`src/rtl/xbus_unibus_ctl_if.sv`:
```
// Xbus request port plus the Unibus side-band signals seen by the adapter controller.
// The controller uses the slave modport; the requester, arbiter and interrupt sources use master.
interface xbus_unibus_ctl_if #(
    parameter int NINT = 4
);
    logic [21:0]     addr;
    logic [31:0]     datain;
    logic            req;
    logic            write;
    logic            timeout;
    logic [NINT-1:0] irq_in;
    logic [31:0]     dataout;
    logic            ack;
    logic            decode;
    logic            interrupt;
    logic            promdisable;

    modport master (
        output addr, datain, req, write, timeout, irq_in,
        input  dataout, ack, decode, interrupt, promdisable
    );

    modport slave (
        input  addr, datain, req, write, timeout, irq_in,
        output dataout, ack, decode, interrupt, promdisable
    );
endinterface

```
`src/rtl/xbus_unibus_ctl.sv`:
```
// Unibus/Xbus adapter controller: register window decode, delayed ack, prioritised
// Unibus interrupt controller, first-error NXM capture and sticky PROM disable.
//
// Interrupt FSM:
//   state     | meaning
//   S_IDLE    | no source latched; lowest pending & unmasked source latched next
//   S_LATCHED | source cur latched, vector valid; left only by an offset-20 write
module xbus_unibus_ctl #(
    parameter logic [21:0] UBASE    = 22'o17773000,
    parameter int          NINT     = 4,
    parameter logic [7:0]  VEC_BASE = 8'o140,
    parameter int          ACK_DLY  = 2,
    parameter logic [21:0] UB_LIMIT = 22'o17400000,
    parameter logic [21:0] XB_LIMIT = 22'o17000000
) (
    input logic              clk,
    input logic              reset,
    xbus_unibus_ctl_if.slave bus
);
    localparam int          CUR_W     = (NINT > 1) ? $clog2(NINT) : 1;
    localparam logic [21:0] OTHER_A   = 22'o17777700;
    localparam logic [21:0] OTHER_B   = 22'o17740000;
    localparam logic [0:0]  S_IDLE    = 1'b0;
    localparam logic [0:0]  S_LATCHED = 1'b1;

    logic               in_ub;
    logic               in_other;
    logic               decode;
    logic               decode_ub;
    logic               decode_q;
    logic               wr_first;
    logic               wr05;
    logic               wr20;
    logic               wr22;
    logic               wr24;
    logic [5:0]         offset;
    logic [ACK_DLY-1:0] ack_pipe;
    logic [31:0]        rd_data;

    logic [0:0]         state;
    logic               unibus_int;
    logic               xbus_int;
    logic               int_en;
    logic [NINT-1:0]    pending;
    logic [NINT-1:0]    mask;
    logic [NINT-1:0]    active;
    logic [NINT-1:0]    clr_mask;
    logic [CUR_W-1:0]   cur;
    logic [CUR_W-1:0]   lo_idx;
    logic [7:0]         vector;

    logic               unibus_nxm;
    logic               xbus_nxm;
    logic [21:0]        nxm_addr;
    logic               to_ub;
    logic               to_xb;
    logic               ub_nxm_c;
    logic               xb_nxm_c;

    assign offset    = bus.addr[5:0];
    assign in_ub     = bus.addr[21:6] == UBASE[21:6];
    assign in_other  = (bus.addr[21:6] == OTHER_A[21:6]) | (bus.addr[21:12] == OTHER_B[21:12]);
    assign decode    = bus.req & (in_ub | in_other);
    assign decode_ub = bus.req & in_ub;
    assign bus.decode = decode;
    assign bus.ack    = ack_pipe[ACK_DLY-1];

    // A held request produces exactly one register write, on its first decode cycle.
    assign wr_first = decode_ub & bus.write & ~decode_q;
    assign wr05     = wr_first & (offset == 6'o05);
    assign wr20     = wr_first & (offset == 6'o20);
    assign wr22     = wr_first & (offset == 6'o22);
    assign wr24     = wr_first & (offset == 6'o24);

    always_ff @(posedge clk) begin
        if (reset) begin
            ack_pipe <= '0;
            decode_q <= 1'b0;
        end else begin
            ack_pipe[0] <= decode;
            for (int i = 1; i < ACK_DLY; i++) begin
                ack_pipe[i] <= ack_pipe[i-1];
            end
            decode_q <= decode;
        end
    end

    always_comb begin
        rd_data = '0;
        case (offset)
            6'o20: rd_data = {16'b0, unibus_int, xbus_int, 3'b0, int_en, vector, 2'b0};
            6'o22: rd_data = {28'b0, unibus_nxm, 2'b0, xbus_nxm};
            6'o24: begin
                rd_data[31:16] = 16'(pending);
                rd_data[15:0]  = 16'(mask);
            end
            6'o26: rd_data = {10'b0, nxm_addr};
            default: rd_data = '0;
        endcase
    end

    always_ff @(posedge clk) begin
        if (reset) begin
            bus.dataout     <= '0;
            bus.promdisable <= 1'b0;
        end else begin
            bus.dataout <= (decode_ub & ~bus.write) ? rd_data : '0;
            if (wr05 & bus.datain[5] & bus.datain[2] & ~bus.datain[0]) begin
                bus.promdisable <= 1'b1;
            end
        end
    end

    assign xbus_int   = 1'b0;
    assign unibus_int = (state == S_LATCHED);
    assign active     = pending & mask;
    assign clr_mask   = wr20 ? (NINT'(1) << cur) : '0;

    always_comb begin
        lo_idx = '0;
        for (int i = NINT - 1; i >= 0; i--) begin
            if (active[i]) lo_idx = CUR_W'(i);
        end
    end

    // A new irq_in bit in the clear cycle survives because the OR follows the clear.
    always_ff @(posedge clk) begin
        if (reset) begin
            state         <= S_IDLE;
            pending       <= '0;
            mask          <= '0;
            int_en        <= 1'b0;
            cur           <= '0;
            vector        <= '0;
            bus.interrupt <= 1'b0;
        end else begin
            pending <= (pending & ~clr_mask) | bus.irq_in;
            if (wr24) mask <= bus.datain[NINT-1:0];
            if (wr20) begin
                int_en <= bus.datain[10];
                state  <= S_IDLE;
                vector <= '0;
            end else if ((state == S_IDLE) && (|active)) begin
                cur    <= lo_idx;
                vector <= VEC_BASE + 8'({lo_idx, 2'b00});
                state  <= S_LATCHED;
            end
            bus.interrupt <= unibus_int & int_en;
        end
    end

    assign to_ub    = bus.timeout & (bus.addr > UB_LIMIT);
    assign to_xb    = bus.timeout & ~(bus.addr > UB_LIMIT) & (bus.addr > XB_LIMIT);
    assign ub_nxm_c = unibus_nxm & ~wr22;
    assign xb_nxm_c = xbus_nxm & ~wr22;

    // Clear is applied first so a same-cycle timeout is captured as a fresh first error.
    always_ff @(posedge clk) begin
        if (reset) begin
            unibus_nxm <= 1'b0;
            xbus_nxm   <= 1'b0;
            nxm_addr   <= '0;
        end else begin
            unibus_nxm <= ub_nxm_c | to_ub;
            xbus_nxm   <= xb_nxm_c | to_xb;
            if ((to_ub | to_xb) & ~ub_nxm_c & ~xb_nxm_c) begin
                nxm_addr <= bus.addr;
            end else if (wr22) begin
                nxm_addr <= '0;
            end
        end
    end
endmodule

```
`src/flat_wrapper.sv`:
```
// flat-port wrapper written by rule: the top's interface ports become plain ports
module xbus_unibus_ctl_flat 
#(
    parameter logic [21:0] UBASE    = 22'o17773000,
    parameter int          NINT     = 4,
    parameter logic [7:0]  VEC_BASE = 8'o140,
    parameter int          ACK_DLY  = 2,
    parameter logic [21:0] UB_LIMIT = 22'o17400000,
    parameter logic [21:0] XB_LIMIT = 22'o17000000
)
  (clk, reset, bus_addr, bus_datain, bus_req, bus_write, bus_timeout, bus_irq_in, bus_dataout, bus_ack, bus_decode, bus_interrupt, bus_promdisable);
  xbus_unibus_ctl_if #(.NINT(NINT)) bus_i ();
  input logic clk;
  input logic reset;
  input wire logic [$bits(bus_i.addr)-1:0] bus_addr;
  input wire logic [$bits(bus_i.datain)-1:0] bus_datain;
  input wire logic [$bits(bus_i.req)-1:0] bus_req;
  input wire logic [$bits(bus_i.write)-1:0] bus_write;
  input wire logic [$bits(bus_i.timeout)-1:0] bus_timeout;
  input wire logic [$bits(bus_i.irq_in)-1:0] bus_irq_in;
  output wire logic [$bits(bus_i.dataout)-1:0] bus_dataout;
  output wire logic [$bits(bus_i.ack)-1:0] bus_ack;
  output wire logic [$bits(bus_i.decode)-1:0] bus_decode;
  output wire logic [$bits(bus_i.interrupt)-1:0] bus_interrupt;
  output wire logic [$bits(bus_i.promdisable)-1:0] bus_promdisable;
  assign bus_i.addr = bus_addr;
  assign bus_i.datain = bus_datain;
  assign bus_i.req = bus_req;
  assign bus_i.write = bus_write;
  assign bus_i.timeout = bus_timeout;
  assign bus_i.irq_in = bus_irq_in;
  assign bus_dataout = bus_i.dataout;
  assign bus_ack = bus_i.ack;
  assign bus_decode = bus_i.decode;
  assign bus_interrupt = bus_i.interrupt;
  assign bus_promdisable = bus_i.promdisable;
  xbus_unibus_ctl #(.UBASE(UBASE), .NINT(NINT), .VEC_BASE(VEC_BASE), .ACK_DLY(ACK_DLY), .UB_LIMIT(UB_LIMIT), .XB_LIMIT(XB_LIMIT)) u_core (.clk(clk), .reset(reset), .bus(bus_i));
endmodule
```
`config.mk`:
```
export PLATFORM = sky130hd
export DESIGN_NAME = xbus_unibus_ctl_flat
export DESIGN_NICKNAME = d
export VERILOG_FILES = /design/src/rtl/xbus_unibus_ctl_if.sv /design/src/rtl/xbus_unibus_ctl.sv /design/src/flat_wrapper.sv
export SDC_FILE = /design/constraint.sdc
export NUM_CORES = 1
export LEC_CHECK = 0
export BUFFER_PORTS_ARGS = -buffer_cell sky130_fd_sc_hd__buf_2
export CAP_MARGIN = 5
export CORE_ASPECT_RATIO = 1.1
export CORE_MARGIN = 2
export CORE_UTILIZATION = 48
export DETAILED_ROUTE_END_ITERATION = 8
export PLACE_DENSITY_LB_ADDON = 0.2
export RECOVER_POWER = 100
export SLEW_MARGIN = 40
export SYNTH_ARGS = -nofsm -noshare
export SYNTH_HDL_FRONTEND = slang
export SYNTH_SLANG_ARGS = --single-unit
```
`constraint.sdc`:
```
create_clock -name clk -period 2.4 [get_ports clk]
set_input_delay 0.12 -clock clk [delete_from_list [all_inputs] [get_ports clk]]
set_output_delay 0.12 -clock clk [all_outputs]
set_load 0.02 [all_outputs]
```
==> metrics.md, run 1 <==
| Metric | Value |
|---|---|
| CP peak stage delay | 0.64 ns |
| Crit path buf inv count | 1 |
| DRT iter0 DRCs | approximately 130 |
| Leak | ~0.0011 uW |
| Actual slew at the worst max-slew pin | 0.758 ns |
| Site Rows | 27 |
| Cell mode on critical path | or4_1 |
| First-pass GRT wire length | 9170 um |
| Largest net degree at the start of global routing | 23 |
| Setup tns final | 0 ns |
| Grt total ovfl | 0 |
| Cells after synthesis | 251 |
| Pins Over Slew Limit | 0 |
| Top delay family on crit path | simple AND/OR/NAND/NOR gates |
| Placed insts | 371 |
| Ys Warns | 0 |
| Core Util, Final | 0.605 |
| CTS tree | yes |
| Ys async rst share | 0 |
| Avg Inst Size Synth | 9.88 um2 |
| Worst-path maximum fanout | 9 |
| Vias/cell | 5.43 |
| Placed Area | 2860 um2 |
| Routability cong. | 0.888 |
| Crit-path cells | buf_2 > or4_1 > or4_1 > or3b_1 > nor4b_2 > nor3_1 |
| Outcome | finished clean |
| Crit Path Category | input port to register |
| Die Area | 5760 um2 |
| ANT nets after route | 0 |
| Resized cells post-CTS | 0 |
| Worst min path class | input port to register |
| Core ar. | 5000 um2 |
| Final Instance Area | 3020 um2 |
| H-tree levels | 3 |
| # setup viols final | 0 |
| Die X | around 73 um |
| CP Capture Type | register |
| Ys flop type | dfxtp_1 |
| Clock Skews | 0.0106 ns |
| I/O pin count | 99 |
| Power per Cell Area | 729 nW/um2 |
| Number of CTS-inserted buffers | 9 |
| Flops & latches, synth | 64 |
| Crit start category | input port |
| Initial antenna violation count | 0 |
| GRT Total Usage | 0.211 |
| Share of cells above drive strength 1 | 0.210 |
| Hold_buf cts | 0 |
| WP data required | 2.61 ns |
| Final HPWL DP | 4250 um |
| Slowest stage cell, crit path | or4_1 |
| I/O Buffers | between 60 and 70 |
| CTS Root Cell | clkbuf_8 |
| Wire length per cell | 15.0 um |
| Post-synthesis cell type count | 45 |
| Number of global-route vias before repair | roughly 1,900 |
| Crit share post-route | 0.883 |
| Final #Nets | ~390 |
| Via count | about 2,100 |
| Sequential share of the synthesized area | 0.517 |
| Fin. Hold Viols | 0 |
| Post-CTS Setup Inserts | 0 |
| VDD IR max | between 0.5 and 0.6 mV |
| Worst relative slew slack | 0.493 |
| Diode count | 0 |
| Fmax achieved | about 470 MHz |
| Effective utilization at floorplan | 0.496 |
| Number of synthesized flops with an enable pin | 0 |
| Worst-skew pair later-pin latency | 0.34 ns |
| Area Growth Syn to Fin | 22.0% |
| Total wire length | between 5000 and 6000 um |
| Detailed Routing Iterations Pass 1 | 4 |
| Max Root-Sink Buffers | 2 |
| Cell Area, Synth | 2480 um2 |
| Number of max-cap violations | 0 |
| Minimum clock period | 2.12 ns |
| RSZ-0062 raised after global routing | false |
| Clock sink count | 64 |
| DRC | 0 |
| Clock slew seen by the registers of the worst setup and hold paths | 0.07 ns |
| PnR Total Power | between 2000 and 2500 uW |
| CP arrival | 2.33 ns |
| Final Instance Count excl. Fillers | a little under 400 |
| Chip height | 79.4 um |
Yosys cell counts, types with 4 or more instances:
cell type | instances | share of area
a22oi_1 | 13 | 0.039
a21oi_1 | 9 | 0.018
nand2_1 | 12 | 0.018
dfxtp_1 | 64 | 0.52
nor3_1 | 12 | 0.024
and3_1 | 4 | 0.010
o2bb2ai_1 | 5 | 0.018
nor2_1 | 35 | 0.053
mux2i_1 | 5 | 0.020
a22o_1 | 17 | 0.060
buf_4 | 11 | 0.033
and2_1 | 9 | 0.023
nor4_1 | 5 | 0.013
nand4_1 | 6 | 0.015
clkbuf_1 | 5 | 0.0076
stage by stage:
| stage | hold WS (ns) | setup WS (ns) |
|---|---|---|
| 5_1_grt | 0.0295 | 0.162 |
| 4_1_cts | 0.0135 | 0.369 |
| 6_report | 0.0185 | 0.281 |
| 2_1_floorplan | 0.246 | 0.233 |
| 3_5_place_dp | 0.364 | 0.0371 |
| 3_3_place_gp | 0.359 | -0.0855 |
worst paths after layout:
path                                         start  cells after the start               endpoint  slack, ns
worst min register to register  u_core.nxm_addr[9]                      1  u_core.bus.dataout[9]       0.46
worst max-delay path                   bus_addr[6]                      6      u_core.pending[2]       0.28
worst min-delay path                 bus_datain[1]                      3         u_core.mask[1]       0.02
worst max register to register  u_core.ack_pipe[0]                      5      u_core.pending[2]       0.50
flip-flops by register name, indices dropped and copies added (netlist names):
signal and cells:
u_core.nxm_addr 22, u_core.unibus_nxm 1, u_core.ack_pipe 2, u_core.bus.dataout 22, u_core.xbus_nxm 1, u_core.pending 4, u_core.cur 2, u_core.mask 4
u_core.bus.promdisable 1, u_core.vector 3, u_core.bus.interrupt 1, u_core.int_en 1
where the power goes:
group	leakage [uW]	internal, uW	total, uW	switching [uW]
registers	0.000517	1070	1080	10.6
logic	0.000523	42.3	109	66.4
clock network	0.000106	611	1010	399
worst register-to-register path, delay by kind of cell, from the launching register on:
kind	cells	cell delay (ns)
flip-flops	1	0.30
AND/OR/NAND/NOR	5	1.47
cell usage in the layout, fill, tap and decap left out, types with 2 or more instances in the layout:
cell,instances
and2_0,3
a22o_1,17
conb_1,10
a22oi_1,13
nand2_1,12
and2_1,6
o2bb2ai_1,5
nor4_1,5
clkbuf_1,28
nor3_1,12
clkinvlp_4,2
clkbuf_8,10
nor4b_1,2
nor2b_1,2
nand3_1,2
mux2i_1,5
or4_1,3
nor2_1,35
nand4_1,6
inv_1,2
nor3b_1,2
mux2_2,2
buf_2,36
a21oi_1,10
bufinv_16,2
and3_1,4
dfxtp_1,64
buf_4,11
cell families after synthesis:
logic type                synth area share
AOI/OAI and AO/OA                    0.170
xor gates and xnor gates           0.00353
buffers and inverters               0.0586
DFF                                  0.517
muxes                               0.0293
other                              0.00151
and+or+nand+nor                      0.220
final cells by class:
class,instances,area [um2]
Inverter,2,7.51
Fill cell,460,1980
Timing Repair Buffer,74,364
Tap cell,58,72.6
Clock inverter,5,80.1
Sequential cell,64,1280
Multi-Input combinational cell,173,1080
Clock buffer,11,141
per-layer routing:
metal,part of all wire,track usage,routed length [um],vias up
met4,0.018,0.122,105,0
met3,0.061,0.0444,357,9
li1,-,-,-,1038
met2,0.47,0.319,2710,70
met5,0,0,0,-
met1,0.45,0.278,2640,986
Power figures use the tool's default switching activity.
==> run 2: changes to the inputs <==
clock period = 2.1 ns   (was 2.4 ns; I/O delays follow)
==> run 2 against run 1 <==
  * Sequential share of layout area decreased by 1.2 points
  * Worst setup slack got worse by 0.24 ns
  * Clock power decreased by 12%
  * Combinational power increased by 33%
  * Count of clock-buffer cells in the layout increased by 1
  * First-iteration DRC count increased by 2.3%
  * Power increased by 3.0%
  * Die area unchanged
  * Utilization increased by 1.8 points
  * Global-route usage increased by 1.3 points
  * Critical path type unchanged
==> metrics.md, run 2 (synthesis gave the netlist of run 1 again) <==
| Metric | Value |
|---|---|
| Outcome | finished clean |
| I/O pin count | 99 (unchanged) |
| Diode count | 0 (unchanged) |
| Die Area | 5760 um2 (unchanged) |
| Number of global-route vias before repair | 2,072 (+6.5%) |
| Grt total ovfl | 0 (unchanged) |
| Chip height | 79.4 um (unchanged) |
| Worst-skew pair later-pin latency | 0.33 ns (about the same) |
| Final Instance Count excl. Fillers | 398 (+2.8%) |
| Final HPWL DP | 4430 um (+4.1%) |
| Total wire length | 6030 um (+3.8%) |
| Setup tns final | 0 ns (unchanged) |
| Max Root-Sink Buffers | 2 (unchanged) |
| Clock Skews | 0.00463 ns (-0.00600 ns) |
| Share of cells above drive strength 1 | 0.247 (+0.0373) |
| Crit share post-route | 0.980 |
| H-tree levels | 3 (unchanged) |
| Site Rows | 27 (unchanged) |
| Worst relative slew slack | 0.601 (+0.108) |
| Largest net degree at the start of global routing | 23 (unchanged) |
| Power per Cell Area | 728 nW/um2 (about the same) |
| Commonest non-fill, non-tap cell in the layout | dfxtp_1 |
| Detailed Routing Iterations Pass 1 | 4 (unchanged) |
| VDD IR max | 0.421 mV (-22%) |
| First-pass GRT wire length | 9860 um (+7.5%) |
| Final #Nets | 401 (+3.6%) |
| Number of CTS-inserted buffers | 9 (unchanged) |
| Initial antenna violation count | 0 (unchanged) |
| DRC | 0 (unchanged) |
| Crit-path cells | buf_2 > or4_4 > buf_4 > or4_4 > buf_4 > nor3_4 > a211oi_4 > buf_6 > a22o_2 |
| Wire length per cell | 15.2 um (+0.93%) |
| Largest registers | u_core.bus.dataout x22, u_core.nxm_addr x22 |
| Actual slew at the worst max-slew pin | 0.599 ns (-0.159 ns) |
| DRT iter0 DRCs | 132 (+2.3%) |
| Area Growth Syn to Fin | 25.6% |
| Minimum clock period | 2.06 ns |
| RSZ-0062 raised after global routing | true |
| CTS tree | yes |
| Slowest stage cell, crit path | or4_4 |
| CP arrival | 2.28 ns (-0.05 ns) |
| ANT nets after route | 0 (unchanged) |
| Placed insts | 381 (+2.7%) |
| I/O Buffers | 62 (unchanged) |
| Crit path buf inv count | 4 (+3) |
| GRT Total Usage | 0.224 (+0.0127) |
| Vias/cell | 5.39 (-0.82%) |
| CP peak stage delay | 0.55 ns (-0.09 ns) |
| Pins Over Slew Limit | 0 (unchanged) |
| Final Instance Area | 3110 um2 (+3.0%) |
| Fin. Hold Viols | 0 (unchanged) |
| Die X | 72.5 um (unchanged) |
| Routability cong. | 0.856 (-3.6%) |
| Clock slew seen by the registers of the worst setup and hold paths | 0.06 ns (about the same) |
| CP Capture Type | register |
| Clock sink count | 64 (unchanged) |
| Effective utilization at floorplan | 0.496 (unchanged) |
| Worst-path maximum fanout | 7 (-2) |
| # setup viols final | 0 (unchanged) |
| Fmax achieved | 486 MHz |
| Crit Path Category | input port to register |
| Core ar. | 5000 um2 (unchanged) |
| Crit start category | input port |
| Top delay family on crit path | simple AND/OR/NAND/NOR gates |
| Placed Area | 2940 um2 (+3.1%) |
| CTS Root Cell | clkbuf_8 |
| Number of max-cap violations | 0 (unchanged) |
| Via count | 2,145 (+2.0%) |
| WP data required | 2.32 ns (-0.29 ns) |
| Most frequent cells in the layout | 64 x dfxtp_1, 37 x buf_2, 35 x nor2_1 |
| Fillers | 437 (-5.0%) |
| Worst min path class | input port to register |
| Leak | 0.00122 uW (+6.8%) |
## run 2: worst reg2reg max path: cells and delay by family (launching register included)
| kind | cells | cell delay [ns] |
|---|---|---|
| buffers and inverters | 2 | 0.35 |
| DFF | 1 | 0.31 |
| AOI/OAI and AO/OA | 2 | 0.33 |
| and+or+nand+nor | 3 | 0.86 |
## run 2: area by class of cell
class,count,area [um2],share of cell area
Tap cell,58,72.6,0.0233
Clock buffer,12,155,0.0498
Timing Repair Buffer,88,493,0.158
Inverter,2,7.51,0.00241
Sequential cell,64,1280,0.411
Clock inverter,1,5.00,0.00161
Multi-Input combinational cell,173,1100,0.353
## run 2: what timing repair did
| item | CTS | global route |
|---|---|---|
| hold endpoints to repair | 1 | 0 |
| hold buffers | 1 | 0 |
| gates resized for setup | 0 | 5 |
| setup endpoints to repair | 0 | 16 |
| buffers inserted | 0 | 1 |
## run 2: path summary, 6_finish.rpt
check                                    startpoint                endpoint  slack, ns  depth (start not counted)
worst max-delay path                    bus_addr[6]      u_core.nxm_addr[6]       0.04                          9
worst min-delay path                  bus_datain[3]          u_core.mask[3]       0.01                          3
worst max register to register   u_core.ack_pipe[0]      u_core.nxm_addr[6]       0.13                          7
worst min register to register  u_core.nxm_addr[11]  u_core.bus.dataout[11]       0.46                          1
## run 2: per-layer routing
metal  GRT usage  share of wire
met5           0              0
met1       0.302           0.47
met4       0.106          0.027
met2       0.335           0.45
met3      0.0558          0.054
## run 2: where the power goes
part | internal (uW) | switching [uW] | total, uW
clock network | 471 | 414 | 885
logic | 62.3 | 83.0 | 145
registers | 1230 | 11.3 | 1240
total | 1760 | 508 | 2270
## run 2: stage by stage
step                       util  hold WS, ns  setup WS, ns  total power (uW)
after floorplan               -        0.231      0.000646              1330
after global placement    0.587        0.340        -0.361              1400
after detailed placement  0.589        0.353        -0.291              1400
after CTS                 0.623      0.00354        0.0570              2280
after global routing      0.623       0.0267       -0.0106              2340
final                     0.623       0.0129        0.0411              2270
==> run 3: changes to the inputs <==
ABC_AREA = 1   (was default)
CORE_UTILIZATION = 50   (was 48)
==> run 3 against run 2 <==
  * Clock power rose by 45%
  * Power rose by 18%
  * Clock skew rose by 0.0031 ns
  * Non-clock buffer count fell by 19
  * Synthesized cell count rose by 54%
  * Highest routed layer unchanged
  * Critical path type is now register to register
  * Worst setup slack improved by 0.39 ns
==> metrics.md, run 3 <==
| Metric | Value |
|---|---|
| Outcome | finished clean |
| Setup WS pre-CTS | 0.283 ns (+0.574 ns) |
| Commonest cells post-synth | 73 x nand2_1, 64 x dfxtp_1, 46 x nand3_1 |
| Post-CTS Setup Inserts | 0 (unchanged) |
| Die Area | 6390 um2 (+11%) |
| Power share of the clock group | 0.479 (+0.089) |
| Crit start category | register |
| Most common cell in the netlist | nand2_1 |
| Crit share post-route | 0.794 (-0.186) |
| Number of global-route vias before repair | 2,427 (+17%) |
| Grt total ovfl | 0 (unchanged) |
| Worst r2r dst | u_core.nxm_addr[16] |
| Ys Warns | 0 (unchanged) |
| Sw Share | 0.227 (+0.00246) |
| Fin. Hold Viols | 0 (unchanged) |
| Fmax achieved | 599 MHz (+23%) |
| Worst-path maximum fanout | 22 (+15) |
| GRT Total Usage | 0.211 (-0.0128) |
| Resized cells post-CTS | 0 (unchanged) |
| Vias/cell | 5.00 (-7.3%) |
| P_sw | 607 uW (+19%) |
| Site Rows | 29 (+7.4%) |
| Logic pwr share | 0.060 (-0.004) |
| Max Root-Sink Buffers | 2 (unchanged) |
| Pins Over Slew Limit | 0 (unchanged) |
| Hold endpoint | u_core.xbus_nxm |
| Final HPWL DP | 4780 um (+7.9%) |
| Fin Hold WS | 0.0482 ns (+0.0353 ns) |
| Cells after synthesis | 386 (+54%) |
| CTS Root Cell | clkbuf_8 |
| Die X | 76.4 um (+5.3%) |
| VDD IR max | 0.561 mV (+33%) |
| Clock Skews | 0.00768 ns (+0.00305 ns) |
| R2R cell count | 6 (-1) |
| Core ar. | 5660 um2 (+13%) |
| Flops & latches, synth | 64 (unchanged) |
| Sequential share of the synthesized area | 0.445 (-0.0723) |
| Total wire length | 6590 um (+9.2%) |
| Area Growth Syn to Fin | 18.4% |
| HP Start | bus_timeout |
| Int Pwr | 2070 uW (+18%) |
| Clock sink count | 64 (unchanged) |
| Worst min path class | input port to register |
| H-tree levels | 3 (unchanged) |
| Fillers | 549 (+26%) |
| R2r setup slk | 0.43 ns (+0.30 ns) |
| PnR Total Power | 2680 uW (+18%) |
| Setup tns final | 0 ns (unchanged) |
| Crit Path Category | register to register |
| Final #Nets | 515 (+28%) |
| Worst relative slew slack | 0.492 (-0.109) |
| Initial antenna violation count | 0 (unchanged) |
| CP arrival | 1.88 ns (-0.40 ns) |
| Leak | 0.00133 uW (+8.9%) |
| ANT nets after route | 0 (unchanged) |
| Routability cong. | 0.895 (+4.6%) |
| Cell Area, Synth | 2880 um2 (+16%) |
| Minimum clock period | 1.67 ns (-0.391 ns) |
| Avg Inst Size Synth | 7.47 um2 (-24%) |
| Chip height | 83.6 um (+5.4%) |
| Area contributors post-synth | dfxtp_1 44%, nand2_1 9.5%, nand3_1 8.0% |
| DRC | 0 (unchanged) |
| Post-synthesis cell type count | 34 (-24%) |
| CTS tree | yes |
| Number of CTS-inserted buffers | 9 (unchanged) |
| Seq pwr share | 0.461 (-0.085) |
| # setup viols final | 0 (unchanged) |
| Ys flop type | dfxtp_1 |
| Share of cells above drive strength 1 | 0.151 (-0.0961) |
| RSZ-0062 raised after global routing | false |
| FF-to-FF Start | u_core.ack_pipe[0] |
| Effective utilization at floorplan | 0.509 (+0.0133) |
| Ys async rst share | 0 (unchanged) |
| WP data required | 2.31 ns (about the same) |
| Actual slew at the worst max-slew pin | 0.762 ns (+0.163 ns) |
| WHS Path Cells | 3 (unchanged) |
| Largest net degree at the start of global routing | 31 (+35%) |
| Detailed Routing Iterations Pass 1 | 5 (+1) |
| Clock slew seen by the registers of the worst setup and hold paths | 0.07 ns (about the same) |
| I/O Buffers | 62 (unchanged) |
| Diode count | 0 (unchanged) |
| Power per Cell Area | 785 nW/um2 (+7.7%) |
| Commonest non-fill, non-tap cell in the layout | nand2_1 |
| I/O pin count | 99 (unchanged) |
| DRT iter0 DRCs | 126 (-4.5%) |
| Worst Slack Setup Final | 0.432 ns (+0.391 ns) |
| Number of synthesized flops with an enable pin | 0 (unchanged) |
| Worst-skew pair later-pin latency | 0.35 ns (+0.02 ns) |
| Post-synth top area cell | dfxtp_1 |
| First-pass GRT wire length | 10,800 um (+9.0%) |
| CP Capture Type | register |
| Yosys top cell area share | 0.445 (-0.0723) |
| Most frequent cells in the layout | 75 x nand2_1, 64 x dfxtp_1, 46 x nand3_1, 46 x a21oi_1, 45 x inv_1 |
| Largest registers | u_core.bus.dataout x22, u_core.nxm_addr x22 |
| Number of max-cap violations | 0 (unchanged) |
| Wire length per cell | 12.3 um (-19%) |
| Via count | 2,668 (+24%) |
[run 3: logic make-up after synthesis]
group / count (synthesis) / synth area share
other cells: 1 / 0.00130
buf+inv: 70 / 0.116
compound gates: 68 / 0.135
simple gates: 183 / 0.303
flops: 64 / 0.445
[run 3: worst max path at each step]
stage	from	cells after the start	slack [ns]	end
finish	u_core.ack_pipe[0]	6	0.43	u_core.nxm_addr[16]
global route	bus_addr[6]	9	0.26	u_core.bus.dataout[3]
CTS	u_core.ack_pipe[0]	6	0.57	u_core.nxm_addr[16]
detailed placement	bus_addr[5]	8	0.28	u_core.nxm_addr[4]
global placement	bus_addr[21]	8	0.35	u_core.nxm_addr[13]
floorplan	u_core.ack_pipe[0]	7	0.82	u_core.nxm_addr[14]
[run 3: power groups by stage]
stage	logic [uW]	registers, uW	clock network (uW)
detailed placement	155	1260	0
global route	180	1230	1350
floorplan	105	1260	0
finish	162	1230	1280
CTS	162	1230	1300
global placement	154	1260	0
[run 3: routing by layer]
metal  GRT usage  routed length [um]  vias to the layer above  part of all wire
li1            -                   -                     1372                 -
met5           0                   0                        -                 0
met3      0.0411                 450                       13             0.068
met4      0.0975                 133                        0             0.020
met2       0.356                3060                      107              0.46
met1       0.261                2950                     1176              0.45
[run 3: area by class of cell]
| type | count | area, um2 | area share |
|---|---|---|---|
| clock buffer | 9 | 124 | 0.0363 |
| clock inverter | 7 | 120 | 0.0352 |
| multi-input combinational | 261 | 1270 | 0.373 |
| sequential | 64 | 1280 | 0.376 |
| tap | 77 | 96.3 | 0.0282 |
| inverter | 47 | 178 | 0.0521 |
| timing repair buffer | 69 | 339 | 0.0994 |
[run 3: critical path: stages, from the launching register on]
cell and delay [ns]:
dfxtp_1 0.34, nor2_1 0.20, nand4_4 0.12, o21ai_2 0.31
nand2_4 0.30, nand3_1 0.16, a21oi_1 0.07
[run 3: repair_timing]
| item | CTS | global route |
|---|---|---|
| hold endpoints to repair | 4 | 0 |
| setup endpoints to repair | 0 | 0 |
| hold buffers | 4 | 0 |
[run 3: stage by stage]
step                instances  instance area, um2   util
floorplan                 395                2920      -
global placement          514                3190  0.563
detailed placement        514                3190  0.563
CTS                       534                3470  0.613
global route              534                3410  0.603
finish                    534                3410  0.603
